$ cat src/rtl/cnn_result_collector_pkg.sv
// Shared CNN sizing and collector state encoding.
// Keeps the collector consistent with the fully-connected layer.
package cnn_result_collector_pkg;

   localparam int num_classes = 10;
   localparam int data_width  = 32;
   localparam int class_width = $clog2(num_classes);

   localparam logic [class_width-1:0] last_idx =
      class_width'(num_classes - 1);

   typedef enum logic {
      COLLECT,
      RESULT
   } state_e;

endpackage

$ cat src/rtl/cnn_result_collector_argmax_tracker.sv
// Registered running max with index.
// Ties keep the earliest index.
module argmax_tracker
   import cnn_result_collector_pkg::*;
(
   input  logic                   clk,
   input  logic                   clear_i,
   input  logic                   accept_i,
   input  logic [class_width-1:0] idx_i,
   input  logic [data_width-1:0]  data_i,
   output logic [data_width-1:0]  best_o,
   output logic [class_width-1:0] best_idx_o
);

   logic [data_width-1:0]  best_q, best_d;
   logic [class_width-1:0] bidx_q, bidx_d;

   always_comb begin
      best_d = best_q;
      bidx_d = bidx_q;
      if (clear_i) begin
         best_d = '0;
         bidx_d = '0;
      end else if (accept_i &&
                   (idx_i == '0 ||
                    $signed(data_i) > $signed(best_q))) begin
         best_d = data_i;
         bidx_d = idx_i;
      end
   end

   always_ff @(posedge clk) begin
      best_q <= best_d;
      bidx_q <= bidx_d;
   end

   assign best_o     = best_q;
   assign best_idx_o = bidx_q;

endmodule

$ cat src/rtl/cnn_result_collector.sv
// CNN output endpoint: buffers one frame of class scores,
// tracks the argmax and hands out the predicted class.
module cnn_result_collector
   import cnn_result_collector_pkg::*;
(
   input  logic                   clk,
   input  logic                   rstb,
   input  logic                   in_valid,
   output logic                   in_ready,
   input  logic [data_width-1:0]  in_data,
   input  logic                   in_last,
   output logic                   out_valid,
   input  logic                   out_ready,
   output logic [class_width-1:0] out_class,
   output logic [data_width-1:0]  out_score,
   output logic                   out_error,
   input  logic [class_width-1:0] rd_addr,
   output logic [data_width-1:0]  rd_data,
   output logic [15:0]            frame_count
);

   state_e                 state_q, state_d;
   logic [class_width-1:0] idx_q, idx_d;
   logic                   err_q, err_d;
   logic [15:0]            fc_q, fc_d;
   logic [data_width-1:0]  rd_q, rd_d;
   logic [data_width-1:0]  buf_q [num_classes];

   logic accept, done, frame_end;

   // Gate with reset so nothing handshakes while held in reset.
   assign in_ready  = (state_q == COLLECT) && !rstb;
   assign out_valid = (state_q == RESULT) && !rstb;
   assign accept    = in_valid && in_ready;
   assign done      = out_valid && out_ready;
   assign frame_end = accept && (in_last || idx_q == last_idx);

   always_comb begin
      state_d = state_q;
      idx_d   = idx_q;
      err_d   = err_q;
      fc_d    = fc_q;
      unique case (state_q)
         COLLECT: begin
            if (accept) begin
               idx_d = idx_q + 1'b1;
            end
            if (frame_end) begin
               state_d = RESULT;
               err_d   = !(in_last && idx_q == last_idx);
            end
         end
         RESULT: begin
            if (done) begin
               state_d = COLLECT;
               fc_d    = fc_q + 16'd1;
               idx_d   = '0;
               err_d   = 1'b0;
            end
         end
         default: state_d = COLLECT;
      endcase
   end

   always_comb begin
      rd_d = '0;
      if (rd_addr <= last_idx) begin
         rd_d = buf_q[rd_addr];
      end
   end

   always_ff @(posedge clk) begin
      if (rstb) begin
         state_q <= COLLECT;
         idx_q   <= '0;
         err_q   <= 1'b0;
         fc_q    <= '0;
         rd_q    <= '0;
      end else begin
         state_q <= state_d;
         idx_q   <= idx_d;
         err_q   <= err_d;
         fc_q    <= fc_d;
         rd_q    <= rd_d;
      end
   end

   always_ff @(posedge clk) begin
      if (accept) begin
         buf_q[idx_q] <= in_data;
      end
   end

   argmax_tracker u_argmax (
      .clk        (clk),
      .clear_i    (rstb || done),
      .accept_i   (accept),
      .idx_i      (idx_q),
      .data_i     (in_data),
      .best_o     (out_score),
      .best_idx_o (out_class)
   );

   assign out_error   = err_q;
   assign rd_data     = rd_q;
   assign frame_count = fc_q;

endmodule

$ cat config.mk
export PLATFORM = sky130hd
export DESIGN_NAME = cnn_result_collector
export DESIGN_NICKNAME = d
export VERILOG_FILES = /design/src/rtl/cnn_result_collector_pkg.sv /design/src/rtl/cnn_result_collector_argmax_tracker.sv /design/src/rtl/cnn_result_collector.sv
export SDC_FILE = /design/constraint.sdc
export NUM_CORES = 1
export LEC_CHECK = 0
export ABC_CLOCK_PERIOD_IN_PS = 5500
export BUFFER_PORTS_ARGS = -buffer_cell sky130_fd_sc_hd__buf_2
export CAP_MARGIN = 20
export CELL_PAD_IN_SITES_DETAIL_PLACEMENT = 1
export CELL_PAD_IN_SITES_GLOBAL_PLACEMENT = 1
export CORE_ASPECT_RATIO = 0.6
export CORE_MARGIN = 2
export CORE_UTILIZATION = 40
export DETAILED_ROUTE_END_ITERATION = 10
export GPL_ROUTABILITY_DRIVEN = 1
export PLACE_DENSITY = 0.62
export SLEW_MARGIN = 40
export SYNTH_ARGS = -nofsm -noshare
export SYNTH_HDL_FRONTEND = slang
export SYNTH_SLANG_ARGS = --single-unit
$ cat constraint.sdc
create_clock -name clk -period 5.5 [get_ports clk]
set_input_delay 0.55 -clock clk [delete_from_list [all_inputs] [get_ports clk]]
set_output_delay 0.55 -clock clk [all_outputs]
set_load 0.02 [all_outputs]
After elaboration in Yosys (flattened, before gate mapping)
Memories as Yosys holds them, arrays and structs flattened. A register that Yosys moved wholly into a read port is not among the register bits.
Cells that the tools add are included.
{"block": "word_totals", "memories": 1, "inputBits": 41, "latchBits": 0, "output_inout_bits": 87, "rom_bits": 0, "ramBits": 320, "ff_bits": 58}
{"name": "buf_q", "words": 10, "width": 32, "read_ports": 1, "rd_clocked_by_memory_dff": 1, "wr": 1, "line": "cnn_result_collector.sv:27", "text": "logic [data_width-1:0] buf_q [num_classes];"}
{"block": "classes", "shifts": 0, "muxes": 11, "multipliers": 0, "eq_ne": 4, "addsub": 2, "magnitude_cmp": 2, "n_bitwise": 2, "div_mod_pow": 0, "n_reduce_logical": 17}
{"operator": "$gt 32x32->1", "n": 1}
{"operator": "$add 16x1->16 const B", "n": 1}
{"operator": "$mux 4", "n": 2}
{"operator": "$pmux 4 s2", "n": 1}
{"operator": "$logic_and 1x1->1", "n": 7}
{"operator": "$mux 1", "n": 6}
{"operator": "$reduce_and 2->1", "n": 3}
{"operator": "$add 4x1->4 const B", "n": 1}
{"operator": "$eq 4x4->1 const B", "n": 1}
{"operator": "$le 4x4->1 const B", "n": 1}
{"operator": "$logic_not 4->1", "n": 1}
{"operator": "$ne 2x2->1 const B", "n": 2}
{"operator": "$pmux 1 s2", "n": 2}
{"operator": "$logic_or 1x1->1", "n": 3}
{"operator": "$logic_not 1->1", "n": 2}
{"operator": "$ne 2x1->1 const B", "n": 1}
{"operator": "$not 1->1", "n": 2}
{"operator": "$reduce_or 2->1", "n": 1}

Depth between registers and ports, before layout
Gate-level depths: netlist (run 1).
{"block": "logic_depth", "ltp_word": 6, "mapped_depth": 11}

By module
A second synthesis (run 1) with hierarchy kept.
{"block": "hier_totals", "hier_cells": 1102, "area_unflattened_um2": 16543.4}
{"module": "cnn_result_collector", "cells_per_inst": 822, "seq_area_each_um2": 10690.3, "area_each_um2": 13959.6, "n_inst": 1}
{"module": "argmax_tracker", "cells_per_inst": 280, "seq_area_each_um2": 720.7, "area_each_um2": 2583.7, "n_inst": 1}

Worst setup path after synthesis (run 1)
Ideal clock, no wire load.
{"block": "synth_timing", "path_type": "input-to-reg", "from": "input rstb", "to": "register u_argmax.bidx_q[0], in the netlist u_argmax.best_idx_o[0]", "arrival_ns": 2.594, "setup_time_ns": 0.119, "stages": 8, "setup_slack_ns": 2.788, "path_cell_list": "clkbuf_1 > nand2b_1 > nor3_1 > and2_1 > nor3_2 > buf_6 > buf_12 > mux2i_1"}
{"block": "synth_between", "elab_chain_len": 4, "word_cells_on_any_way": 7, "classes_between": "7 x reduce/logical"}
{"item": "start: declaration", "line": "cnn_result_collector.sv:7", "text": "input logic rstb,"}
{"item": "$logic_not 1->1", "line": "cnn_result_collector.sv:32, cnn_result_collector.sv:33"}
{"item": "$logic_and 1x1->1 (on tied branches)", "line": "cnn_result_collector.sv:32, cnn_result_collector.sv:33"}
{"item": "$logic_and 1x1->1 (on tied branches)", "line": "cnn_result_collector.sv:34, cnn_result_collector.sv:35"}
{"item": "$logic_and 1x1->1 or $logic_or 1x1->1 (tied branches)", "line": "cnn_result_collector_argmax_tracker.sv:24, cnn_result_collector.sv:96"}
{"item": "end signal: assignment", "line": "cnn_result_collector_argmax_tracker.sv:34", "text": "bidx_q <= bidx_d;"}
{"item": "end: declaration", "line": "cnn_result_collector_argmax_tracker.sv:16", "text": "logic [class_width-1:0] bidx_q, bidx_d;"}
Parallel ways exist; a longest one is shown, timed or not.
A chain may end at the register's enable or synchronous reset.

Worst setup path after layout (run 1)
{"block": "layout_timing", "from": "register u_argmax.best_q[14], in the netlist u_argmax.best_o[14]", "to": "register u_argmax.best_q[3], in the netlist u_argmax.best_o[3]"}
{"block": "layout_between", "elab_chain_len": 3}
{"item": "start: declaration", "line": "cnn_result_collector_argmax_tracker.sv:15", "text": "logic [data_width-1:0] best_q, best_d;"}
{"item": "start signal: assignment", "line": "cnn_result_collector_argmax_tracker.sv:33", "text": "best_q <= best_d;"}
{"item": "$gt 32x32->1", "line": "cnn_result_collector_argmax_tracker.sv:26", "text": "$signed(data_i) > $signed(best_q))) begin"}
{"item": "$logic_or 1x1->1", "line": "cnn_result_collector_argmax_tracker.sv:25", "text": "(idx_i == '0 ||"}
{"item": "$logic_and 1x1->1", "line": "cnn_result_collector_argmax_tracker.sv:24", "text": "end else if (accept_i &&"}
No other way between the ends.

==> run metrics, run 1 <==
layout cells sized above 1 0.2539; area of the die around 42,000 sq um; top cells by area, synth sky130_fd_sc_hd__edfxtp_1 59%, sky130_fd_sc_hd__dfxtp_1 11%, sky130_fd_sc_hd__mux4_2 8.9%; number of hold violations in the final report 0; number of rows in the core area 57; hold bufs inserted after CTS 0; Primary FF master, synth sky130_fd_sc_hd__edfxtp_1; first-pass GRT wire length 59,700 um; total standard cell area after synthesis 16,230 sq um; arrival time at the worst endpoint 3.71 ns; Setup TNS 0 ns; DR WL/cell around 24 um; sequential share of the synthesized area 0.7031; post-CTS sizing 0; proportion of synthesized flip-flops having asynchronous set or reset 0; Max Transition Viols Final 0; number of antenna-violating nets in the routed design 0; register bit total from synthesis 410; fraction of the cycle the final worst path needs 0.5891; routed wire length 39,760 um; dominant cell type by area after synthesis sky130_fd_sc_hd__edfxtp_1; count of buffers added by post-CTS timing repair for setup 0; peak fanout along the critical path 12; status complete, no violations; post-DP HPWL 23,730 um; EDFF count, synth between 300 and 400; clock buffer count from CTS 40; number of DRC violations after detailed-routing iteration 0 639; critical setup path kind flop to flop; Worst EP required between 5 and 6 ns; largest net degree at the start of global routing 62; Vert. Die Dim 160.0 um; Initial Utilization 0.4035; path category of the worst min-delay check input port to flop; launch point of the worst reg-to-reg path u_argmax.best_o[14]$_SDFFE_PP0P_; H-tree depth 2; count of port buffers added during placement 127; number of global-route vias before repair 9,314; post-synthesis compound-gate area fraction 0.04734; Max-cap violations 0; largest family of logic cells by synthesized area multiplexers; power per unit of standard cell area roughly 360 nW/um^2; Skew-Pair Late Insertion Delay 0.54 ns; count of boundary I/O pins 128; detailed-router iteration count before antenna repair 5; Post-Synthesis Net Count 1,059; Clock Tree Buf Depth 3; count of distinct cell types in the synthesized netlist 46; Max-Slew Margin vs Limit 0.5183; maximum resistive drop on vdd 0.1773 mV; yosys warns 0; count of mapped cells out of synthesis slightly below 1,000; setup clock skew after layout 0.008776 ns; number of diodes 0; final setup violating endpoints 0; sum of overflow across all layers after global routing 0; Die X about 260 um; antenna violations before repair 1; number of vias after detailed routing between 8,000 and 9,000; TritonCTS clock tree done; drt drc 0; final-stage net count 1,201; parity-gate share of the synthesized area counting xor and xnor cells 0.006476; min-delay src in_last; highest attainable clock frequency roughly 300 MHz; Worst Setup Start Kind flop; floorplan core area 40,220 sq um; final critical delay including setup and external delays 3.240 ns; share of cell area taken by muxes after synthesis 0.1301; unrepaired setup endpoints after global routing false; adder-cell area share of the yosys netlist 0.02853; routability cong. 0.7301; simple-gate share of the synthesized area 0.05404; Overall Global Routing Usage 0.1905; leakage power 6.866 nW; Total Power about 7 mW; CTS clock-pin slew for the worst setup and hold paths around 0.070 ns; Mapped Avg Cell Area roughly 17 sq um; area share of the largest cell type after synthesis 0.5921; Setup crit end kind flop; Vias/cell 5.280; Clock Sink Count approximately 400; buffer type at the clock tree root sky130_fd_sc_hd__clkbuf_16; growth of design area from synthesis to finish 15.85%; Worst-Margin Slew 0.7225 ns; timing startpoint of the critical path u_argmax.best_o[14]$_SDFFE_PP0P_
[path summary, 6_finish.rpt]
check | endpoint | slack (ns) | cells past startpoint
min | out_error$_SDFFE_PP0P_ | 0.23 | 2
min reg2reg | u_argmax.best_o[1]$_SDFFE_PP0P_ | 0.47 | 2
max | u_argmax.best_o[3]$_SDFFE_PP0P_ | 2.26 | 10
max reg2reg | u_argmax.best_o[3]$_SDFFE_PP0P_ | 2.26 | 10
[critical path, cell delays in order, from the launching register on]
cell,delay [ns]
sky130_fd_sc_hd__dfxtp_1,0.36
sky130_fd_sc_hd__inv_1,0.06
sky130_fd_sc_hd__ha_1,0.32
sky130_fd_sc_hd__nand4_2,0.17
sky130_fd_sc_hd__nor4b_1,0.62
sky130_fd_sc_hd__a31oi_1,0.18
sky130_fd_sc_hd__and2_1,0.19
sky130_fd_sc_hd__o31a_2,0.14
sky130_fd_sc_hd__nor3_4,0.49
sky130_fd_sc_hd__buf_4,0.39
sky130_fd_sc_hd__mux2i_1,0.23
[cells in the final DEF, fill, tap and decap left out, types with 3 or more instances in the layout]
cell / netlist / final
sky130_fd_sc_hd__and2_2: 0 / 10
sky130_fd_sc_hd__nand4_1: 7 / 7
sky130_fd_sc_hd__inv_1: 67 / 67
sky130_fd_sc_hd__clkbuf_1: 32 / 9
sky130_fd_sc_hd__nand3_1: 7 / 7
sky130_fd_sc_hd__nor2_1: 22 / 22
sky130_fd_sc_hd__a211oi_1: 66 / 66
sky130_fd_sc_hd__and3_1: 3 / 3
sky130_fd_sc_hd__ha_1: 37 / 37
sky130_fd_sc_hd__buf_2: 7 / 126
sky130_fd_sc_hd__nand2_1: 55 / 55
sky130_fd_sc_hd__a21oi_1: 21 / 20
sky130_fd_sc_hd__xor2_1: 10 / 10
sky130_fd_sc_hd__nor2b_1: 34 / 34
sky130_fd_sc_hd__or3_1: 3 / 3
sky130_fd_sc_hd__o21ai_0: 10 / 10
sky130_fd_sc_hd__mux4_2: 64 / 64
sky130_fd_sc_hd__clkinv_2: 0 / 7
sky130_fd_sc_hd__clkbuf_8: 0 / 9
sky130_fd_sc_hd__buf_4: 0 / 19
sky130_fd_sc_hd__clkbuf_16: 0 / 41
sky130_fd_sc_hd__nand2b_1: 4 / 4
sky130_fd_sc_hd__dfxtp_1: 90 / 90
sky130_fd_sc_hd__edfxtp_1: 320 / 320
sky130_fd_sc_hd__nor3_1: 4 / 4
sky130_fd_sc_hd__mux2i_1: 67 / 67
[flip-flops by register name (all words and copies together) (netlist names)]
| name | cells |
|---|---|
| out_error | 1 |
| frame_count | 16 |
| buf_q | 320 |
| rd_data | 32 |
| state_q | 1 |
| u_argmax.best_o | 32 |
| idx_q | 4 |
| u_argmax.best_idx_o | 4 |
[area by class of cell]
| type | instances | area [sq um] |
|---|---|---|
| clock buffer | 59 | 1184 |
| fill | 3962 | 21420 |
| clock inverter | 14 | 127.6 |
| inverter | 67 | 251.5 |
| sequential | 410 | 11410 |
| multi-input combinational | 457 | 4355 |
| tap | 531 | 664.4 |
| timing repair buffer | 147 | 808.3 |
[layer usage]
| metal | share of wire | GRT usage | vias to the layer above |
|---|---|---|---|
| li1 | - | - | 4048 |
| met4 | 0.019 | 0.04390 | 2 |
| met2 | 0.45 | 0.2946 | 187 |
| met1 | 0.49 | 0.2830 | 4603 |
| met5 | 0.00033 | 0 | - |
| met3 | 0.046 | 0.03177 | 56 |
[cell usage after synthesis, types with 3 or more instances]
cell                       count
sky130_fd_sc_hd__nor3_1        4
sky130_fd_sc_hd__edfxtp_1    320
sky130_fd_sc_hd__a21oi_1      21
sky130_fd_sc_hd__nor2_1       22
sky130_fd_sc_hd__and2_1       12
sky130_fd_sc_hd__a211oi_1     66
sky130_fd_sc_hd__mux2i_1      67
sky130_fd_sc_hd__buf_1         4
sky130_fd_sc_hd__clkbuf_1     32
sky130_fd_sc_hd__nand2_1      55
sky130_fd_sc_hd__nand2b_1      4
sky130_fd_sc_hd__ha_1         37
sky130_fd_sc_hd__dfxtp_1      90
sky130_fd_sc_hd__xor2_1       10
sky130_fd_sc_hd__mux4_2       64
sky130_fd_sc_hd__o21ai_0      10
sky130_fd_sc_hd__or3_1         3
sky130_fd_sc_hd__nor2b_1      34
sky130_fd_sc_hd__and3_1        3
sky130_fd_sc_hd__buf_12        3
sky130_fd_sc_hd__buf_2         7
sky130_fd_sc_hd__inv_1        67
sky130_fd_sc_hd__nand4_1       7
sky130_fd_sc_hd__nand3_1       7
[stage by stage]
stage               std cells  cell area, sq um  hold WS (ns)    util  worst slack [ns]
floorplan                 981             16230        0.5122       -             2.788
global placement         1611             17480        0.4544  0.4346             1.543
detailed placement       1612             17490        0.4538  0.4348             1.856
CTS                      1685             18800        0.2032  0.4674             2.169
global route             1685             18800        0.2177  0.4674             2.013
finish                   1685             18800        0.2308  0.4674             2.260
[power breakdown]
| group | internal [mW] | switching, mW |
|---|---|---|
| logic | 0.222 | 0.382 |
| registers | 3.41 | 0.0514 |
| clock network | 1.59 | 1.16 |
[cells by family after synthesis]
family / after synthesis
AO/OA/AOI/OAI: 112
XOR/XNOR: 12
adder cells (fa/ha/maj): 37
buffers and inverters: 114
flip-flops: 410
multiplexers: 131
AND/OR/NAND/NOR: 165
Power figures use the tool's default switching activity.
==> run 2, diff against run 1 <==
- ABC_AREA: default -> 1
- ABC_CLOCK_PERIOD_IN_PS: 5500 -> 2850
- PLACE_DENSITY: 0.62 -> 0.67
- clock period: 5.5 -> 2.85 ns (I/O delays scaled with it)
==> run 2 against run 1 <==
  * Final area is 2.6% higher
  * Register-to-register slack worse by 2.1 ns
  * Synthesized cell count is 43% higher
  * Critical endpoint is now u_argmax.best_o[20]$_SDFFE_PP0P_
==> run metrics, run 2 <==
Max-Slew Margin vs Limit 0.6111; number of diodes 0; Setup crit end kind flop; Sw Ratio 0.2447; TritonCTS clock tree done; leading cell type in the layout, fill and taps excluded sky130_fd_sc_hd__edfxtp_1; clock buffer count from CTS 39; number of DRC violations after detailed-routing iteration 0 922; internal power summed over all cells roughly 9.9 mW; adder-cell area share of the yosys netlist 0.02814; final critical delay including setup and external delays 2.694 ns; DR WL/cell 22.67 um; Skew-Pair Late Insertion Delay 0.54 ns; leakage power about 7 nW; routed wire length 47,340 um; sequential cell area in the final layout 11,410 sq um; share of cell area taken by muxes after synthesis 0; post-DP HPWL 27,670 um; Mapped Avg Cell Area 11.71 sq um; CTS clock-pin slew for the worst setup and hold paths 0.07 ns; drt drc 0; buffer type at the clock tree root sky130_fd_sc_hd__clkbuf_16; number of hold violations in the final report 0; antenna violations before repair 0; Clock Tree Buf Depth 3; Primary FF master, synth sky130_fd_sc_hd__edfxtp_1; Reg power frac 0.504; number of flip-flops under the largest register name 320; final setup violating endpoints 0; Worst-Margin Slew 0.5834 ns; count of distinct cell types in the synthesized netlist 31; growth of design area from synthesis to finish 17.26%; Initial Utilization 0.4062; Post-Synthesis Net Count 1,483; longest individual stage delay on the worst path 0.38 ns; area of the multi-input gates 4492 sq um; number of antenna-violating nets in the routed design 0; post-synthesis compound-gate area fraction 0.1008; most repeated library cell on the critical path sky130_fd_sc_hd__nand2_1; Max-cap violations 0; Worst Setup Start Kind flop; final-stage net count 1,605; simple-gate share of the synthesized area 0.1389; EDFF count, synth 320; number of global-route vias before repair 11,790; cell chain of the critical path inv_1, ha_1, a21oi_1, o21ai_0, a21oi_1, nand2_1, nand2_1, nand2_1, nand2_1, nand2_1, nand2_2, buf_4, nand3_1, nand2_1, nor2_1; status complete, no violations; parity-gate share of the synthesized area counting xor and xnor cells 0.0005323; slowest cell on the critical path sky130_fd_sc_hd__dfxtp_1; total standard cell area after synthesis roughly 16,000 sq um; critical setup path kind flop to flop; worst setup timing slack at the placement stage 0.1051 ns; fraction of the cycle the final worst path needs 0.9452; count of boundary I/O pins 128; H-tree depth 2; relative contribution of combinational cells to total power 0.099; Vias/cell between 5 and 6; path category of the worst min-delay check input port to flop; most used cells in the layout excluding fill and tap cells 320 x sky130_fd_sc_hd__edfxtp_1, 202 x sky130_fd_sc_hd__nand3_1, 189 x sky130_fd_sc_hd__nor2_1; Worst EP required 3.28 ns; dominant cell type by area after synthesis sky130_fd_sc_hd__edfxtp_1; floorplan core area 40,510 sq um; Clock Sink Count 410; setup clock skew after layout roughly 0.013 ns; sequential share of the synthesized area 0.6935; Largest Register buf_q; unrepaired setup endpoints after global routing true; proportion of synthesized flip-flops having asynchronous set or reset 0; clock network fraction of total power 0.397; dominant cell by count in the synthesized netlist sky130_fd_sc_hd__edfxtp_1; layout cells sized above 1 0.1638; ranking of synthesized cells by instance count 320 x sky130_fd_sc_hd__edfxtp_1, 202 x sky130_fd_sc_hd__nand3_1, 191 x sky130_fd_sc_hd__nor2_1; first-pass GRT wire length slightly above 70,000 um; register bit total from synthesis 410; area of the die 42,830 sq um; power per unit of standard cell area 682.6 nW/um^2; Register-to-Register Path Depth 15; count of port buffers added during placement ~130; Overall Global Routing Usage 0.2233; Total Power 13.17 mW; maximum resistive drop on vdd 0.3451 mV; Vert. Die Dim 161.1 um; worst setup margin 0.1561 ns; detailed-router iteration count before antenna repair 5; area share of the largest cell type after synthesis 0.5840; Die X 265.8 um; net switching power of the design 3.222 mW; count of mapped cells out of synthesis between 1,000 and 1,500; number of vias after detailed routing around 12,000; highest attainable clock frequency 371.2 MHz; yosys warns 0; cell count of the worst hold path 3; hold bufs inserted after CTS 0; number of rows in the core area 57; Max Transition Viols Final 0; arrival time at the worst endpoint 3.12 ns; top cells by area, synth sky130_fd_sc_hd__edfxtp_1 58%, sky130_fd_sc_hd__dfxtp_1 11%, sky130_fd_sc_hd__nand3_1 6.1%; number of fill cells in the layout ~4,300; routability cong. around 0.8; sum of overflow across all layers after global routing 0; largest family of logic cells by synthesized area simple AND/OR/NAND/NOR gates; peak fanout along the critical path 22; largest net degree at the start of global routing 85
==> run 2: per-layer routing <==
metal  GRT usage  vias to the layer above  wire length [um]
met4     0.04494                        0               775
met3     0.02943                       56              2271
met2      0.3577                      310             22000
li1            -                     5352                 -
met5           0                        -                 0
met1      0.3277                     5805             22290
==> run 2: layout make-up <==
cell class,count,area share
well taps,531,0.03444
multi-input cells,831,0.2328
clock inverters,13,0.004669
clock buffers,58,0.06167
repair buffers,170,0.06018
inverters,75,0.01479
flip-flops and latches,410,0.5914
==> run 2: cells by family (layout without fill, tap and decap cells) <==
group | Yosys count | count (layout)
and+or+nand+nor | 515 | 515
DFF | 410 | 410
AOI/OAI and AO/OA | 278 | 278
buffers and inverters | 164 | 316
adders and majority gates | 37 | 37
xor gates and xnor gates | 1 | 1
==> run 2: metrics by stage <==
stage	instances	cell area [sq um]	utilization	TNS, ns	hold slack (ns)
2_1_floorplan	1405	16470	-	-215.70	0.3839
3_3_place_gp	2017	18010	0.4446	0	0.4676
3_5_place_dp	2017	18010	0.4446	0	0.4817
4_1_cts	2088	19290	0.4762	0	0.03618
5_1_grt	2088	19290	0.4763	-0.1677	0.04467
6_report	2088	19290	0.4763	0	0.05000
==> run 2: worst paths after layout <==
check	from	end	slack [ns]
worst max-delay path	u_argmax.best_o[15]$_SDFFE_PP0P_	u_argmax.best_o[20]$_SDFFE_PP0P_	0.16
worst min-delay path	in_valid	state_q$_SDFF_PP0_	0.05
worst max register to register	u_argmax.best_o[15]$_SDFFE_PP0P_	u_argmax.best_o[20]$_SDFFE_PP0P_	0.16
worst min register to register	u_argmax.best_idx_o[3]$_SDFFE_PP0P_	u_argmax.best_idx_o[3]$_SDFFE_PP0P_	0.50
==> run 2: worst max-delay path: cells and delay by family, from the launching register on <==
| kind | cells | cell delay [ns] |
|---|---|---|
| fa+ha+maj | 1 | 0.30 |
| compound gates | 3 | 0.58 |
| buf+inv | 2 | 0.40 |
| simple gates | 9 | 0.91 |
| flops | 1 | 0.38 |
==> run 2: power by group through the flow <==
stage / clock network, mW / logic (mW) / registers (mW)
3_3_place_gp: 0 / 1.25 / 6.77
6_report: 5.23 / 1.30 / 6.64
2_1_floorplan: 0 / 0.649 / 6.87
3_5_place_dp: 0 / 1.30 / 6.77
5_1_grt: 5.55 / 1.45 / 6.65
4_1_cts: 5.34 / 1.31 / 6.64
==> run 2: repair_timing <==
item | CTS | global route
setup buffers | 0 | 0
resized for setup | 0 | 2
setup endpoints to repair | 0 | 13
